<file path="config.mk">
export PLATFORM = sky130hd
export DESIGN_NAME = cordic_share_ctrl
export DESIGN_NICKNAME = d
export VERILOG_FILES = /design/src/rtl/cordic_share_ctrl_pkg.sv /design/src/rtl/cordic_share_ctrl_arbiter.sv /design/src/rtl/cordic_share_ctrl.sv
export SDC_FILE = /design/constraint.sdc
export NUM_CORES = 1
export LEC_CHECK = 0
export ABC_CLOCK_PERIOD_IN_PS = 2000
export CAP_MARGIN = 20
export CORE_UTILIZATION = 37
export DETAILED_ROUTE_END_ITERATION = 10
export GPL_TIMING_DRIVEN = 0
export PLACE_DENSITY = 0.77
export SLEW_MARGIN = 20
export SYNTH_ARGS = -nofsm -noshare
export SYNTH_HDL_FRONTEND = slang
export SYNTH_SLANG_ARGS = --single-unit
</file>
<file path="constraint.sdc">
create_clock -name clk -period 2 [get_ports clk]
set_input_delay 0.3 -clock clk [delete_from_list [all_inputs] [get_ports clk]]
set_output_delay 0.3 -clock clk [all_outputs]
set_load 0.05 [all_outputs]
</file>
<file path="src/rtl/cordic_share_ctrl_pkg.sv">
//------------------------------------------------------------------------------
// Module : cordic_share_ctrl_pkg
// Brief  : Shared types for the two-requester CORDIC sharing controller.
// Rev    : 1.0 - initial release
//------------------------------------------------------------------------------
`default_nettype none

package cordic_share_ctrl_pkg;

    localparam int NUM_REQ = 2;
    localparam int FLAG_W  = 3;

    typedef enum logic [2:0] {
        ST_IDLE    = 3'd0,
        ST_START   = 3'd1,
        ST_WAIT    = 3'd2,
        ST_RELEASE = 3'd3,
        ST_DELIVER = 3'd4
    } state_e;

    typedef struct packed {
        logic ovf;
        logic unf;
        logic tmo;
    } flags_t;

    function automatic logic [NUM_REQ-1:0] idx2oh(input logic idx);
        logic [NUM_REQ-1:0] oh;
        oh      = '0;
        oh[idx] = 1'b1;
        return oh;
    endfunction

endpackage

`default_nettype wire

</file>
<file path="src/rtl/cordic_share_ctrl_arbiter.sv">
//------------------------------------------------------------------------------
// Module : cordic_rr_arbiter
// Brief  : Two-way round-robin winner select with registered priority pointer.
// Rev    : 1.0 - initial release
//------------------------------------------------------------------------------
`default_nettype none

module cordic_rr_arbiter
    import cordic_share_ctrl_pkg::*;
(
    input  logic               clk,
    input  logic               rst,
    input  logic [NUM_REQ-1:0] i_req,
    input  logic               i_upd,
    input  logic               i_owner,
    output logic               o_valid,
    output logic               o_idx
);

    logic ptr_q;
    logic ptr_d;

    always_comb begin
        ptr_d = ptr_q;
        if (i_upd) begin
            ptr_d = ~i_owner;
        end

        // Pointer's index wins ties; otherwise the only requester wins.
        o_valid = |i_req;
        o_idx   = ptr_q;
        if (!i_req[ptr_q]) begin
            o_idx = ~ptr_q;
        end
    end

    always_ff @(posedge clk or negedge rst) begin
        if (!rst) begin
            ptr_q <= 1'b0;
        end else begin
            ptr_q <= ptr_d;
        end
    end

endmodule

`default_nettype wire

</file>
<file path="src/rtl/cordic_share_ctrl.sv">
//------------------------------------------------------------------------------
// Module : cordic_share_ctrl
// Brief  : Shares one CORDIC engine between two requesters, with timeout abort.
// Rev    : 1.0 - initial release
//------------------------------------------------------------------------------
`default_nettype none

module cordic_share_ctrl
    import cordic_share_ctrl_pkg::*;
#(
    parameter int W   = 32,
    parameter int TMO = 255
) (
    input  logic         clk,
    input  logic         rst,
    input  logic [1:0]   req,
    input  logic [1:0]   op,
    input  logic [W-1:0] data_in_0,
    input  logic [W-1:0] data_in_1,
    input  logic [1:0]   region_0,
    input  logic [1:0]   region_1,
    output logic [1:0]   gnt,
    output logic [1:0]   done,
    input  logic [1:0]   ack_in,
    output logic [W-1:0] result,
    output logic         ovf,
    output logic         unf,
    output logic         tmo_err,
    output logic         beg_fsm_cordic,
    output logic         ack_cordic,
    output logic         operation,
    output logic [W-1:0] data_cordic,
    output logic [1:0]   shift_region_flag,
    input  logic         ready_cordic,
    input  logic [W-1:0] data_output,
    input  logic         overflow_flag,
    input  logic         underflow_flag
);

    localparam int CW = $clog2(TMO + 1);

    state_e        state_q,  state_d;
    logic          owner_q,  owner_d;
    logic [1:0]    gnt_q,    gnt_d;
    logic [1:0]    done_q,   done_d;
    logic [W-1:0]  result_q, result_d;
    flags_t        flags_q,  flags_d;
    logic          beg_q,    beg_d;
    logic          ack_q,    ack_d;
    logic          op_q,     op_d;
    logic [W-1:0]  data_q,   data_d;
    logic [1:0]    region_q, region_d;
    logic [CW-1:0] cnt_q,    cnt_d;
    logic [CW-1:0] cnt_inc;

    logic          win_valid;
    logic          win_idx;
    logic          ptr_upd;

    cordic_rr_arbiter u_arb (
        .clk     (clk),
        .rst     (rst),
        .i_req   (req),
        .i_upd   (ptr_upd),
        .i_owner (owner_q),
        .o_valid (win_valid),
        .o_idx   (win_idx)
    );

    always_comb begin
        state_d  = state_q;
        owner_d  = owner_q;
        gnt_d    = 2'b00;
        done_d   = done_q;
        result_d = result_q;
        flags_d  = flags_q;
        beg_d    = 1'b0;
        ack_d    = ack_q;
        op_d     = op_q;
        data_d   = data_q;
        region_d = region_q;
        cnt_d    = cnt_q;
        ptr_upd  = 1'b0;
        cnt_inc  = cnt_q + CW'(1);

        case (state_q)
            ST_IDLE: begin
                // Grant and CORDIC start pulse appear together in START.
                if (win_valid) begin
                    owner_d  = win_idx;
                    gnt_d    = idx2oh(win_idx);
                    beg_d    = 1'b1;
                    op_d     = op[win_idx];
                    data_d   = win_idx ? data_in_1 : data_in_0;
                    region_d = win_idx ? region_1 : region_0;
                    result_d = '0;
                    flags_d  = '0;
                    state_d  = ST_START;
                end
            end
            ST_START: begin
                cnt_d   = '0;
                state_d = ST_WAIT;
            end
            ST_WAIT: begin
                if (ready_cordic) begin
                    result_d    = data_output;
                    flags_d.ovf = overflow_flag;
                    flags_d.unf = underflow_flag;
                    flags_d.tmo = 1'b0;
                    ack_d       = 1'b1;
                    state_d     = ST_RELEASE;
                end else if (cnt_inc == CW'(TMO)) begin
                    result_d    = '0;
                    flags_d     = '0;
                    flags_d.tmo = 1'b1;
                    ack_d       = 1'b1;
                    cnt_d       = cnt_inc;
                    state_d     = ST_RELEASE;
                end else begin
                    cnt_d = cnt_inc;
                end
            end
            ST_RELEASE: begin
                if (!ready_cordic) begin
                    ack_d   = 1'b0;
                    done_d  = idx2oh(owner_q);
                    state_d = ST_DELIVER;
                end
            end
            ST_DELIVER: begin
                if (ack_in[owner_q]) begin
                    done_d  = 2'b00;
                    ptr_upd = 1'b1;
                    state_d = ST_IDLE;
                end
            end
            default: begin
                state_d = ST_IDLE;
            end
        endcase
    end

    always_ff @(posedge clk or negedge rst) begin
        if (!rst) begin
            state_q  <= ST_IDLE;
            owner_q  <= 1'b0;
            gnt_q    <= 2'b00;
            done_q   <= 2'b00;
            result_q <= '0;
            flags_q  <= '0;
            beg_q    <= 1'b0;
            ack_q    <= 1'b0;
            op_q     <= 1'b0;
            data_q   <= '0;
            region_q <= 2'b00;
            cnt_q    <= '0;
        end else begin
            state_q  <= state_d;
            owner_q  <= owner_d;
            gnt_q    <= gnt_d;
            done_q   <= done_d;
            result_q <= result_d;
            flags_q  <= flags_d;
            beg_q    <= beg_d;
            ack_q    <= ack_d;
            op_q     <= op_d;
            data_q   <= data_d;
            region_q <= region_d;
            cnt_q    <= cnt_d;
        end
    end

    assign gnt               = gnt_q;
    assign done              = done_q;
    assign result            = result_q;
    assign ovf               = flags_q.ovf;
    assign unf               = flags_q.unf;
    assign tmo_err           = flags_q.tmo;
    assign beg_fsm_cordic    = beg_q;
    assign ack_cordic        = ack_q;
    assign operation         = op_q;
    assign data_cordic       = data_q;
    assign shift_region_flag = region_q;

endmodule

`default_nettype wire
</file>
==> results.md <==
- Clock Tree Root: sky130_fd_sc_hd__clkbuf_8
- Top sig layer: met4
- Routed wire length on met3: 843 um
- Max Cap Violations: 0
- CTS tree: done
- Syn avg cell area: roughly 11 um^2
- Placer Congestion: about 0.77
- Post-CTS clock slew at the launch and capture registers of the worst setup and hold paths: 0.09 ns
- Critical-path maximum fanout: 7
- Fraction of final layout cells sized beyond drive strength 1: 11.49%
- Area taken by flip-flops and latches: around 2200 um^2
- Synthesized instance count: 341
- Core box area: approximately 9900 um^2
- Worst relative slew slack: 56.91%
- Area of the die: 10780 um^2
- Total of fill cells in the finished design: 840
- Category of the critical setup timing path: flop to flop
- Yosys reg bits: 89
- Shortest clock period the worst path allows after layout: 1.977 ns
- DR DRC count: 0
- Chip Height: 103.8 um
- Area Growth Syn to Fin: 64.04%
- RSZ-0062 raised after global routing: yes
- TritonCTS Sinks: 89
- Final Max Slew Viols: 0
- Maximum buffer depth of the clock tree: 2
- Initial Util: roughly 39%
- Global-route usage over all layers: 20.58%
- Type of the tightest min-delay check: input port to async pin
- Maximum ir drop on the vdd rail: 1.010 mV
- GR Overflow Total: 0
- Final net count: 665
- Top cell type by total area after synthesis: sky130_fd_sc_hd__dfrtp_1
- Power per standard cell area: 1659 nW/um^2
- Worst Setup End Kind: flop
- Vias/cell: around 4.9
- Most frequent cells in the layout: 185 x sky130_fd_sc_hd__clkdlybuf4s50_1, 85 x sky130_fd_sc_hd__dfrtp_1, 49 x sky130_fd_sc_hd__nand2_1, 37 x sky130_fd_sc_hd__mux2i_1, 34 x sky130_fd_sc_hd__a22o_1
- Nets in the synthesized netlist: approximately 450
- Setup Viol. Count Final: 0
- Post-route total power: 10.44 mW
- Count of different cell masters after synthesis: 37
- Sequential element share of the synthesized area: ~58%
- Fraction of the cycle the final worst path needs: 98.83%
- Count of TritonRoute iterations in the first routing pass: 4
- Worst-margin pin slew: between 0.6 and 0.7 ns
- Top post-synthesis cells by area: sky130_fd_sc_hd__dfrtp_1 58%, sky130_fd_sc_hd__mux2i_1 9.7%, sky130_fd_sc_hd__a22o_1 7.8%, sky130_fd_sc_hd__nand2_1 4.8%, sky130_fd_sc_hd__o21ai_0 3.4%
- Peak Freq: 0.5059 GHz
- Standard-cell row count: 36
- Warnings from Yosys: 0
- DIE WIDTH: 103.8 um
- Antenna diode instance count: 0
- Detailed-placement wirelength estimate: 7864 um
- Number of placed I/O pins: 187
- Setup Skew: around 0.0097 ns
- Routed len/inst: roughly 16 um
- Multi-input gate area: 1564 um^2
- Initial DRC count: 150
- Data arrival time at the worst-slack endpoint: 2.23 ns
- Number of buffers added on ports: between 150 and 200
- Via count: roughly 3400
- Largest net degree at the start of global routing: 51
- Hold Violations, Final: 0
- Global-route wire length before repair: approximately 17000 um
- Vias in the first global route: ~3600
- Total wire length: 10910 um
- Post-Synthesis Cell Area: roughly 3800 um^2
- Most common cell after layout, fill and taps aside: sky130_fd_sc_hd__clkdlybuf4s50_1
- Met2 wire len: around 5400 um
- Critical path startpoint category: flop
- Antenna Violating Nets Remaining: 0
- Status: completed
- Number of antenna violations at the first check in global routing: 0
- Total negative slack: 0 ns
- Pleak: ~2.8 nW
- Clk_lat worst skew: 0.36 ns
- Post-synth top area share: 58.04%
- Count of H-tree levels built during CTS: 3
- Fraction of the core area covered by cells at the end of the flow: a little under two thirds
- Met1 wire length: 4386 um
- Total CTS buffers: 9
- Required time at the worst-slack endpoint: about 2.3 ns
==> registers in the layout, indices dropped and copies added (netlist names), 2 cells and up <==
signal,flops
data_cordic,32
result,32
cnt_q,8
state_q,3
done,2
gnt,2
shift_region_flag,2
==> cell usage after synthesis <==
master / count
sky130_fd_sc_hd__xor2_1: 3
sky130_fd_sc_hd__o21ai_0: 26
sky130_fd_sc_hd__nor2b_1: 2
sky130_fd_sc_hd__nand3_2: 1
sky130_fd_sc_hd__o22ai_1: 3
sky130_fd_sc_hd__and3_1: 2
sky130_fd_sc_hd__nor3_1: 1
sky130_fd_sc_hd__ha_1: 2
sky130_fd_sc_hd__inv_1: 7
sky130_fd_sc_hd__and2_1: 3
sky130_fd_sc_hd__a211oi_1: 2
sky130_fd_sc_hd__o21ai_1: 24
sky130_fd_sc_hd__and2b_1: 1
sky130_fd_sc_hd__clkbuf_1: 13
sky130_fd_sc_hd__a22oi_1: 1
sky130_fd_sc_hd__buf_1: 1
sky130_fd_sc_hd__o31ai_1: 2
sky130_fd_sc_hd__mux2i_1: 37
sky130_fd_sc_hd__nor2_1: 12
sky130_fd_sc_hd__a211oi_4: 1
sky130_fd_sc_hd__or4_1: 1
sky130_fd_sc_hd__o31a_1: 1
sky130_fd_sc_hd__a21oi_1: 5
sky130_fd_sc_hd__a21o_1: 2
sky130_fd_sc_hd__o21bai_1: 1
sky130_fd_sc_hd__or3_1: 1
sky130_fd_sc_hd__buf_2: 3
sky130_fd_sc_hd__nand3_1: 3
sky130_fd_sc_hd__nand3b_1: 1
sky130_fd_sc_hd__a31oi_4: 1
sky130_fd_sc_hd__nand2_1: 49
sky130_fd_sc_hd__a22o_1: 34
sky130_fd_sc_hd__or3_4: 1
sky130_fd_sc_hd__dfrtp_1: 89
sky130_fd_sc_hd__or2b_1: 1
sky130_fd_sc_hd__xnor2_1: 1
sky130_fd_sc_hd__buf_6: 3
==> power by group <==
part	internal, mW	switching [mW]	leakage [nW]
registers	2.55	0.491	1.13
clock network	0.591	0.680	0.105
logic	2.22	3.91	1.56
==> cell families (layout without fill, tap and decap cells) <==
| group | count (synthesis) | after routing | synth area share (%) |
|---|---|---|---|
| DFF | 89 | 89 | 58.04 |
| adders and majority gates | 2 | 2 | 0.6520 |
| xor gates and xnor gates | 4 | 4 | 0.9131 |
| AOI/OAI and AO/OA | 103 | 104 | 18.29 |
| muxes | 37 | 37 | 9.651 |
| and+or+nand+nor | 79 | 79 | 9.130 |
| buffers and inverters | 27 | 242 | 3.326 |
==> path summary, 6_finish.rpt <==
kind                                        startpoint                     endpoint  slack (ns)  cells after the start
max                               cnt_q[4]$_DFFE_PN0P_       result[21]$_DFFE_PN0P_        0.02                      6
min                                                rst        result[0]$_DFFE_PN0P_        0.48                      2
max reg2reg                       cnt_q[4]$_DFFE_PN0P_       result[21]$_DFFE_PN0P_        0.02                      6
min reg2reg                data_cordic[18]$_DFFE_PN0P_  data_cordic[18]$_DFFE_PN0P_        0.48                      2
max in group asynchronous                          rst             gnt[0]$_DFF_PN0_        0.88                      3
min in group clk           data_cordic[18]$_DFFE_PN0P_  data_cordic[18]$_DFFE_PN0P_        0.48                      2
==> metrics by stage <==
step	hold slack (ns)	instance area [um^2]	setup slack (ns)	std cells
finish	0.4805	6295	0.02348	690
detailed placement	0.3727	5883	-0.4697	661
global placement	0.4616	5866	-2.584	660
CTS	0.4900	6108	0.003244	679
global route	0.5177	6295	-0.05080	690
floorplan	0.004409	3837	0.1626	341
==> layout make-up <==
type                       count  share of cell area [%]
sequential                    89                   35.46
timing repair buffer         200                   31.68
multi-input combinational    226                   24.85
tap                          133                   2.644
clock buffer                   9                   1.968
buffer                        19                   1.749
clock inverter                 7                   1.232
inverter                       7                  0.4174
==> per-layer routing <==
metal  track usage [%]  vias to the layer above
li1                  -                     1631
met2             34.62                      132
met4             9.388                        0
met1             23.21                     1629
met5                 0                        -
met3             7.615                       17
==> worst max-delay path: stages (launching register included) <==
cell and delay [ns]:
sky130_fd_sc_hd__dfrtp_1 0.42, sky130_fd_sc_hd__nand2_1 0.11, sky130_fd_sc_hd__or3_4 0.39, sky130_fd_sc_hd__a211oi_4 0.31, sky130_fd_sc_hd__a31oi_4 0.24, sky130_fd_sc_hd__buf_6 0.20, sky130_fd_sc_hd__a22o_1 0.19
==> repair_timing <==
action / in CTS / in global routing
buffers inserted: 1 / 8
hold buffers: 1 / 0
hold endpoints to repair: 49 / 0
setup endpoints to repair: 39 / 66
pin swaps: 2 / 7
gates cloned: 0 / 4
resized for setup: 4 / 40
Note: power is estimated with default switching activity, not from simulation.
